`src/rtl/cpu_defs_pkg.sv`:
```
// Shared CPU front-end types: pipeline flush request, BPU prediction result,
// and the PC generator state encoding and reset vector.
package cpu_defs;

    localparam logic [31:0] RESET_PC = 32'hBFC0_0000;

    typedef struct packed {
        logic ex;
        logic eret;
        logic tlb_op;
    } pipeline_flush_t;

    typedef struct packed {
        logic        valid;
        logic        br_taken;
        logic [31:0] target;
    } predict_result_t;

    typedef enum logic [1:0] {
        SEQ     = 2'd0,
        WAIT_DS = 2'd1,
        CORR    = 2'd2
    } pc_gen_state_t;

endpackage

```
`src/rtl/pc_gen.sv`:
```
// Next-PC generator: owns the fetch PC, issues I-cache requests and applies
// flush, mispredict-correction and taken-branch redirects (MIPS delay slot aware).
module pc_gen
    import cpu_defs::*;
#(
    parameter logic [31:0] RESET_PC = cpu_defs::RESET_PC
) (
    input  logic            clk,
    input  logic            reset,
    input  pipeline_flush_t pipeline_flush,
    input  logic [31:0]     flush_target,
    input  predict_result_t bpu_predict_bus,
    input  logic [31:0]     ds_pc,
    input  logic            bpu_flush,
    input  logic [31:0]     correct_target,
    input  logic            fs_allowin,
    input  logic            inst_addr_ok,
    output logic            inst_req,
    output logic [31:0]     inst_addr,
    output logic            kill_fetch,
    output logic            correct_finish
);

    pc_gen_state_t state_q, state_d;
    logic [31:0]   pc_q, pc_d;
    logic [31:0]   pend_target_q, pend_target_d;
    logic          accept_s;
    logic          taken_s;
    logic          at_ds_s;

    assign inst_req  = ~reset & fs_allowin;
    assign inst_addr = pc_q;
    assign accept_s  = inst_req & inst_addr_ok;
    assign taken_s   = bpu_predict_bus.valid & bpu_predict_bus.br_taken;
    // pc still pointing at the delay slot means the slot has not been issued yet
    assign at_ds_s   = (pc_q == (ds_pc + 32'd4));

    // Next-state, next-PC and pulse outputs in event-priority order
    always_comb begin
        state_d        = state_q;
        pc_d           = pc_q;
        pend_target_d  = pend_target_q;
        kill_fetch     = 1'b0;
        correct_finish = 1'b0;
        if (reset) begin
            state_d       = SEQ;
            pc_d          = RESET_PC;
            pend_target_d = 32'd0;
        end else if (|pipeline_flush) begin
            state_d       = SEQ;
            pc_d          = flush_target;
            pend_target_d = 32'd0;
        end else if (bpu_flush) begin
            state_d       = CORR;
            pc_d          = correct_target;
            pend_target_d = 32'd0;
            kill_fetch    = 1'b1;
        end else begin
            case (state_q)
                SEQ: begin
                    if (taken_s) begin
                        if (at_ds_s && accept_s) begin
                            pc_d = bpu_predict_bus.target;
                        end else if (at_ds_s) begin
                            pend_target_d = bpu_predict_bus.target;
                            state_d       = WAIT_DS;
                        end else begin
                            pc_d       = bpu_predict_bus.target;
                            kill_fetch = 1'b1;
                        end
                    end else if (accept_s) begin
                        pc_d = pc_q + 32'd4;
                    end else begin
                        pc_d = pc_q;
                    end
                end
                WAIT_DS: begin
                    if (accept_s) begin
                        pc_d    = pend_target_q;
                        state_d = SEQ;
                    end else begin
                        pc_d = pc_q;
                    end
                end
                CORR: begin
                    if (accept_s) begin
                        correct_finish = 1'b1;
                        pc_d           = pc_q + 32'd4;
                        state_d        = SEQ;
                    end else begin
                        pc_d = pc_q;
                    end
                end
                default: begin
                    state_d = SEQ;
                end
            endcase
        end
    end

    // State, PC and pending-target registers
    always_ff @(posedge clk) begin
        if (reset) begin
            state_q       <= SEQ;
            pc_q          <= RESET_PC;
            pend_target_q <= 32'd0;
        end else begin
            state_q       <= state_d;
            pc_q          <= pc_d;
            pend_target_q <= pend_target_d;
        end
    end

endmodule

```
`config.mk`:
```
export PLATFORM = sky130hd
export DESIGN_NAME = pc_gen
export DESIGN_NICKNAME = d
export VERILOG_FILES = /design/src/rtl/cpu_defs_pkg.sv /design/src/rtl/pc_gen.sv
export SDC_FILE = /design/constraint.sdc
export NUM_CORES = 1
export LEC_CHECK = 0
export ABC_AREA = 1
export CORE_MARGIN = 1.5
export CORE_UTILIZATION = 49
export DETAILED_ROUTE_END_ITERATION = 12
export GPL_TIMING_DRIVEN = 0
export PLACE_DENSITY = 0.82
export SYNTH_ARGS = -nofsm -noshare
export SYNTH_HDL_FRONTEND = slang
export SYNTH_SLANG_ARGS = --single-unit
```
`constraint.sdc`:
```
create_clock -name clk -period 3.1 [get_ports clk]
set_clock_uncertainty 0.05 [all_clocks]
set_input_delay 0.62 -clock clk [delete_from_list [all_inputs] [get_ports clk]]
set_output_delay 0.62 -clock clk [all_outputs]
set_load 0.02 [all_outputs]
```
Word-level counts from Yosys, hierarchy flattened. Cells that the tools add are included.

Memory bits (read-only): 0. Input port bits: 138. Word-level logic and storage cells: 61. Bits in writable memories: 0. Bits in latches: 0. Output and inout bits: 35. Flip-flop bits (word level): 66. Memories kept: 0.

$mul: 0. Bitwise gates (word level): 5. Multiplexer cells: 26. Shift operators: 0. Divide/modulo/power cells: 0. Add/sub/neg operators: 2. Order comparisons: 0. Eq/ne operators: 13. Reduce and logical (&&, ||, !) cells: 11.

Operator list (number): $mux 32 (7); $pmux 32 s3 (1); $add 32x3->32 const B (2); $eq 32x32->1 (1); $mux 1 (12); $reduce_and 4->1 (3); $mux 2 (5); $ne 3x3->1 const B (3); $ne 2x2->1 const B (3); $ne 6x6->1 const B (1); $reduce_bool 5->1 (1); $reduce_or 5->1 (1); $ne 4x4->1 const B (1); $pmux 2 s2 (1); $reduce_or 4->1 (1); $and 1x1->1 (3); $ne 3x1->1 const B (1); $reduce_and 3->1 (1); $reduce_or 3->1 (1); $eq 2x1->1 const B (1); $eq 2x2->1 const B (1); $logic_not 2->1 (1); $ne 2x1->1 const B (1); $not 1->1 (2); other kinds (2) (2).

Logic depth before layout (Yosys ltp). Gate-level depths: netlist (run 1).

Depth in word-level cells: 10. Depth in mapped cells: 20. Gate-level depth less buffers: 19.

Worst setup path after synthesis (run 1). Ideal clock, no wire load.

Kind: input to output. Start: input port ds_pc[2]. End: output port kill_fetch. Data required time: 2430 ps. Arrival time: 2200 ps. Path buffers: 0. Setup slack: 230 ps. Stages on the path: 15. Path through: ha_1 -> nand3_1 -> nor2_2 -> nand2_2 -> nor2_2 -> nand2_1 -> nand2_1 -> nand2_1 -> nand2_1 -> nor2_1 -> nand2_2 -> nor2_8 -> nand2_1 -> nand3_1 -> a21oi_1.

Longest elaborated chain between the ends: 9. Elaborated cells between the ends (all ways): 10. Those cells by class: add/sub (1); eq/ne (1); mux (7); reduce/logical (1).

Ends and longest elaborated chain: from (decl) (line pc_gen.sv:13) `input logic [31:0] ds_pc,`; $add 32x3->32 (*) (line pc_gen.sv:36) `assign at_ds_s = (pc_q == (ds_pc + 32'd4));`; $eq 32x32->1 (*) (line pc_gen.sv:36); $mux 1 / $logic_and 1x1->1 (equally long branches) (line pc_gen.sv:64, pc_gen.sv:62); $mux 1 (*) (line pc_gen.sv:62) `if (at_ds_s && accept_s) begin`; $mux 1 (*) (line pc_gen.sv:61) `if (taken_s) begin`; $mux 1 (*) (line pc_gen.sv:59) `case (state_q)`; $mux 1 (*) (line pc_gen.sv:53) `end else if (bpu_flush) begin`; $mux 1 (*) (line pc_gen.sv:49) `end else if (|pipeline_flush) begin`; $mux 1 (*) (line pc_gen.sv:45) `if (reset) begin`; to (decl) (line pc_gen.sv:20) `output logic kill_fetch,`.

Every way passes the cells marked *; elsewhere a longest branch is shown, timed or not.

Worst setup path after layout (run 1). Ends and elaborated chain as after synthesis.

==> results of run 1 <==
==> cell families (layout without fill, tap and decap cells) <==
family	Yosys count	count (layout)	share of synthesized area (%)
compound gates	207	207	20.7
xor+xnor	26	26	3.88
simple gates	560	560	40.6
flops	66	66	22.5
fa+ha+maj	5	5	1.07
buf+inv	169	364	11.3
==> synthesized netlist by cell type, types with 7 or more instances <==
cell	instances	area, um2
sky130_fd_sc_hd__xnor2_1	13	114
sky130_fd_sc_hd__dfxtp_1	66	1320
sky130_fd_sc_hd__buf_2	8	40.0
sky130_fd_sc_hd__nor2_2	10	62.6
sky130_fd_sc_hd__o21ai_0	82	410
sky130_fd_sc_hd__o21ai_1	16	80.1
sky130_fd_sc_hd__a21oi_1	53	265
sky130_fd_sc_hd__nand3_1	56	280
sky130_fd_sc_hd__inv_1	115	432
sky130_fd_sc_hd__xor2_1	13	114
sky130_fd_sc_hd__a221oi_1	29	254
sky130_fd_sc_hd__nor3_1	10	50.1
sky130_fd_sc_hd__nand4_1	14	87.6
sky130_fd_sc_hd__nand2_1	280	1050
sky130_fd_sc_hd__clkbuf_1	33	124
sky130_fd_sc_hd__a22oi_1	8	60.1
sky130_fd_sc_hd__nor2_1	166	623
sky130_fd_sc_hd__nand2_2	7	43.8
==> layout make-up <==
class | count | area [um2]
Multi-Input combinational cell | 798 | 4190
Fill cell | 1028 | 3150
Timing Repair Buffer | 179 | 1720
Sequential cell | 66 | 1320
Inverter | 121 | 454
Clock buffer | 11 | 233
Buffer | 48 | 208
Tap cell | 143 | 179
Clock inverter | 5 | 103
==> worst max path at each step <==
stage,startpoint,endpoint
CTS,ds_pc[19],kill_fetch
floorplan,ds_pc[2],kill_fetch
global placement,ds_pc[2],kill_fetch
global route,ds_pc[2],kill_fetch
detailed placement,ds_pc[2],kill_fetch
finish,ds_pc[2],kill_fetch
==> power breakdown <==
part | leakage [nW] | switching, W | internal [W]
clock network | 0.160 | 0.000388 | 0.000784
registers | 0.540 | 0.0000490 | 0.000878
logic | 2.95 | 0.000399 | 0.000341
==> routing by layer <==
| layer | share of wire [%] | GRT usage (%) | wire length, um |
|---|---|---|---|
| met5 | 0 | 0 | 0 |
| met4 | 3.4 | 14.9 | 756 |
| met3 | 7.2 | 4.43 | 1590 |
| met2 | 45 | 55.3 | 9940 |
| met1 | 44 | 46.6 | 9750 |
==> state kept, by name (all words and copies together), names as in the netlist <==
register	count
inst_addr	32
pend_target_q	32
state_q	2
==> worst reg2reg max path: stages, from the launching register on <==
cell	delay, ns
sky130_fd_sc_hd__dfxtp_1	0.36
sky130_fd_sc_hd__inv_1	0.09
sky130_fd_sc_hd__ha_1	0.28
sky130_fd_sc_hd__clkbuf_1	0.33
sky130_fd_sc_hd__nor2_1	0.18
sky130_fd_sc_hd__a21oi_2	0.36
sky130_fd_sc_hd__clkbuf_2	0.31
sky130_fd_sc_hd__nand3_1	0.16
sky130_fd_sc_hd__nand2_1	0.09
sky130_fd_sc_hd__nand2_1	0.04
sky130_fd_sc_hd__o21ai_0	0.17
sky130_fd_sc_hd__o21ai_0	0.17
sky130_fd_sc_hd__nor2_1	0.13
==> through the flow <==
step | util, % | setup TNS (ns) | instance area [um2] | setup slack, ns | hold WS, ns
5_1_grt | 72.7 | -0.105 | 8410 | -0.105 | 0.412
6_report | 72.7 | 0 | 8410 | 0.0144 | 0.396
3_3_place_gp | 67.1 | -28.99 | 7760 | -1.13 | 0.382
4_1_cts | 71.4 | -0.175 | 8260 | -0.175 | 0.395
3_5_place_dp | 67.1 | -30.28 | 7760 | -1.12 | 0.387
2_1_floorplan | - | 0 | 5870 | 0.230 | 0.373
==> timing repair <==
action	4_1_cts	5_1_grt
pin swaps	16	35
buffers inserted	5	3
endpoints found under the setup margin	61	57
hold buffers	0	0
gates resized for setup	74	96
gates cloned	0	0
==> flow_summary.html, run 1 <==
<table>
<tr><th>Metric</th><th>Value</th></tr>
<tr><th colspan="2">Floorplan</th></tr>
<tr><td>Core Box Area</td><td>about 0.012 mm2</td></tr>
<tr><td>Width of the chip</td><td>about 110 um</td></tr>
<tr><td>Full die area</td><td>between 0.01 and 0.015 mm2</td></tr>
<tr><td>Site row count</td><td>39</td></tr>
<tr><td>Die boundary height</td><td>~110 um</td></tr>
<tr><td>Initial cell density of the core</td><td>between 50% and 60%</td></tr>
<tr><td># IOs</td><td>173</td></tr>
<tr><th colspan="2">Logic synthesis</th></tr>
<tr><td>Number of flops mapped to enable cells by yosys</td><td>0</td></tr>
<tr><td>Number of library cell types mapped by synthesis</td><td>43</td></tr>
<tr><td>Number of standard cells after synthesis</td><td>1,033</td></tr>
<tr><td>Post-synthesis sequential element count</td><td>66</td></tr>
<tr><td>Summed instance area of the synthesized netlist</td><td>0.00587 mm2</td></tr>
<tr><td>Ys flop type</td><td>sky130_fd_sc_hd__dfxtp_1</td></tr>
<tr><td>Synth Warn #</td><td>0</td></tr>
<tr><td>Syn avg cell area</td><td>5.68 um2</td></tr>
<tr><td>Fraction of the yosys area taken by sequential cells</td><td>22.5%</td></tr>
<tr><td>Post-synthesis async set-or-reset flop share</td><td>0%</td></tr>
<tr><td>Number of nets in the synthesized netlist</td><td>1,176</td></tr>
<tr><th colspan="2">Timing</th></tr>
<tr><td>Worst Max-Slew Pin Slew</td><td>about 0.69 ns</td></tr>
<tr><td>Count of endpoints failing setup in the final report</td><td>0</td></tr>
<tr><td>Headroom to the max-slew limit</td><td>approximately 54%</td></tr>
<tr><td>Unrepaired setup endpoints after global routing</td><td>yes</td></tr>
<tr><td>Total count of max-transition violations in the final report</td><td>0</td></tr>
<tr><td>Final period utilization</td><td>approximately 100%</td></tr>
<tr><td>Hold violation count in the final report</td><td>0</td></tr>
<tr><td>Post-route minimum period</td><td>slightly above 3 ns</td></tr>
<tr><td>Achievable Freq</td><td>~320 MHz</td></tr>
<tr><th colspan="2">Clock tree</th></tr>
<tr><td>Worst skew pair latency</td><td>~0.34 ns</td></tr>
<tr><td>TritonCTS clock tree</td><td>done</td></tr>
<tr><td>Max clock buf depth</td><td>2</td></tr>
<tr><td>Total clock sinks</td><td>66</td></tr>
<tr><td>Root buffer cell</td><td>sky130_fd_sc_hd__clkbuf_16</td></tr>
<tr><td>H-tree Lvls</td><td>3</td></tr>
<tr><td>Clock-pin slew of the registers on the worst-case setup and hold paths</td><td>approximately 0.050 ns</td></tr>
<tr><td>Total CTS buffers</td><td>9</td></tr>
<tr><th colspan="2">Worst setup path</th></tr>
<tr><td>Top Family by Delay on Critical Path</td><td>simple AND/OR/NAND/NOR gates</td></tr>
<tr><td>Depth of the critical timing path with buffers and inverters included</td><td>17</td></tr>
<tr><td>CP max FO</td><td>5</td></tr>
<tr><td>Ordered cell list for the critical path</td><td>buf_8 -&gt; ha_4 -&gt; nand2_4 -&gt; nor2_4 -&gt; buf_4 -&gt; nand3_4 -&gt; nor2_4 -&gt; nand3b_1 -&gt; nand2_1 -&gt; nand2_1 -&gt; nor2_2 -&gt; nand2_2 -&gt; nor2_8 -&gt; nand2_2 -&gt; nand3_2 -&gt; a21oi_2 -&gt; buf_4</td></tr>
<tr><td>Critical-path top delay cell</td><td>sky130_fd_sc_hd__buf_4</td></tr>
<tr><td>Max incr delay on CP</td><td>0.18 ns</td></tr>
<tr><td>Reg2reg end</td><td>inst_addr[9]</td></tr>
<tr><td>Worst Reg-to-Reg Cells</td><td>12</td></tr>
<tr><td>Kind of start point of the critical path</td><td>input pin</td></tr>
<tr><td>Type of destination of the critical path</td><td>primary output</td></tr>
<tr><td>Worst flop-to-flop path startpoint</td><td>state_q[0]</td></tr>
<tr><td>Required arrival time at the worst endpoint</td><td>2.43 ns</td></tr>
<tr><td>Crit path buf inv count</td><td>3</td></tr>
<tr><td>Arrival time at the worst endpoint</td><td>~2.4 ns</td></tr>
<tr><td>Register-to-register setup slack</td><td>approximately 0.29 ns</td></tr>
<tr><td>Worst Path Class, Setup</td><td>input pin to primary output</td></tr>
<tr><th colspan="2">Cells and area</th></tr>
<tr><td>Layout cells sized above 1</td><td>11.7%</td></tr>
<tr><td>Total number of nets in the final design</td><td>1,366</td></tr>
<tr><td>Final std cells w/o fill</td><td>roughly 1,400</td></tr>
<tr><td>Area growth from synthesis to layout</td><td>43.4%</td></tr>
<tr><td>Number of inserted diodes</td><td>0</td></tr>
<tr><td>Most common cell after layout, fill and taps aside</td><td>sky130_fd_sc_hd__nand2_1</td></tr>
<tr><td>Commonest cells after routing, fill and taps aside</td><td>262 x sky130_fd_sc_hd__nand2_1, 141 x sky130_fd_sc_hd__nor2_1, 138 x sky130_fd_sc_hd__clkdlybuf4s50_1, 115 x sky130_fd_sc_hd__inv_1, 82 x sky130_fd_sc_hd__o21ai_0</td></tr>
<tr><th colspan="2">Routing</th></tr>
<tr><td>Pre-Repair DR Iteration Count</td><td>9</td></tr>
<tr><td>DRC violations left</td><td>10</td></tr>
<tr><td>Drt via density</td><td>roughly 5.5</td></tr>
<tr><td>ANT nets after route</td><td>0</td></tr>
<tr><td>DRT iter0 DRCs</td><td>around 680</td></tr>
<tr><td>Number of vias after detailed routing</td><td>7,520</td></tr>
<tr><td>Final routed wirelength across all metal layers</td><td>around 22,000 um</td></tr>
<tr><td>Per-cell routed wire length</td><td>around 16 um</td></tr>
<tr><th colspan="2">GRT</th></tr>
<tr><td>Global-route wire length before repair</td><td>approximately 34,000 um</td></tr>
<tr><td>Initial antenna violation count</td><td>0</td></tr>
<tr><td>Total gr overflow</td><td>0</td></tr>
<tr><td>Via count of the first global-routing pass</td><td>6,848</td></tr>
<tr><td>Largest net degree at the start of global routing</td><td>12</td></tr>
<tr><td>Aggregate global-route resource usage</td><td>between 30% and 40%</td></tr>
<tr><th colspan="2">Run status</th></tr>
<tr><td>Violations in the final reports</td><td>design-rule violations</td></tr>
<tr><td>Outcome</td><td>complete, but fails checks</td></tr>
<tr><th colspan="2">Placed design</th></tr>
<tr><td>Post-DP HPWL</td><td>17,100 um</td></tr>
<tr><td>Buffers added on ports</td><td>~170</td></tr>
<tr><td>Number of placed cells counting well taps</td><td>about 1,300</td></tr>
<tr><td>Routability congestion estimate</td><td>roughly 1</td></tr>
<tr><th colspan="2">Pwr</th></tr>
<tr><td>Final total power</td><td>0.00284 W</td></tr>
<tr><td>VDD IR-drop max</td><td>0.000316 V</td></tr>
<tr><td>Leak Pwr</td><td>~3.6 nW</td></tr>
<tr><td>Pwr/cell area</td><td>around 340 mW/mm2</td></tr>
<tr><th colspan="2">Worst hold path</th></tr>
<tr><td>Min-delay worst type</td><td>flip-flop to flip-flop</td></tr>
<tr><td>Hold-critical path depth</td><td>2</td></tr>
<tr><td>Worst Hold Launch</td><td>pend_target_q[11]</td></tr>
<tr><td>End point of the most critical hold path</td><td>pend_target_q[11]</td></tr>
<tr><th colspan="2">Run</th></tr>
<tr><td>Number of max-capacitance violations reported</td><td>0</td></tr>
</table>
Power figures use the tool's default switching activity.
==> run 2, diff against run 1 <==
Settings changed: CTS_CLUSTER_DIAMETER from default to 50.
==> results of run 2 <==
Final layout, timing and power as in run 1 (identical DEF).
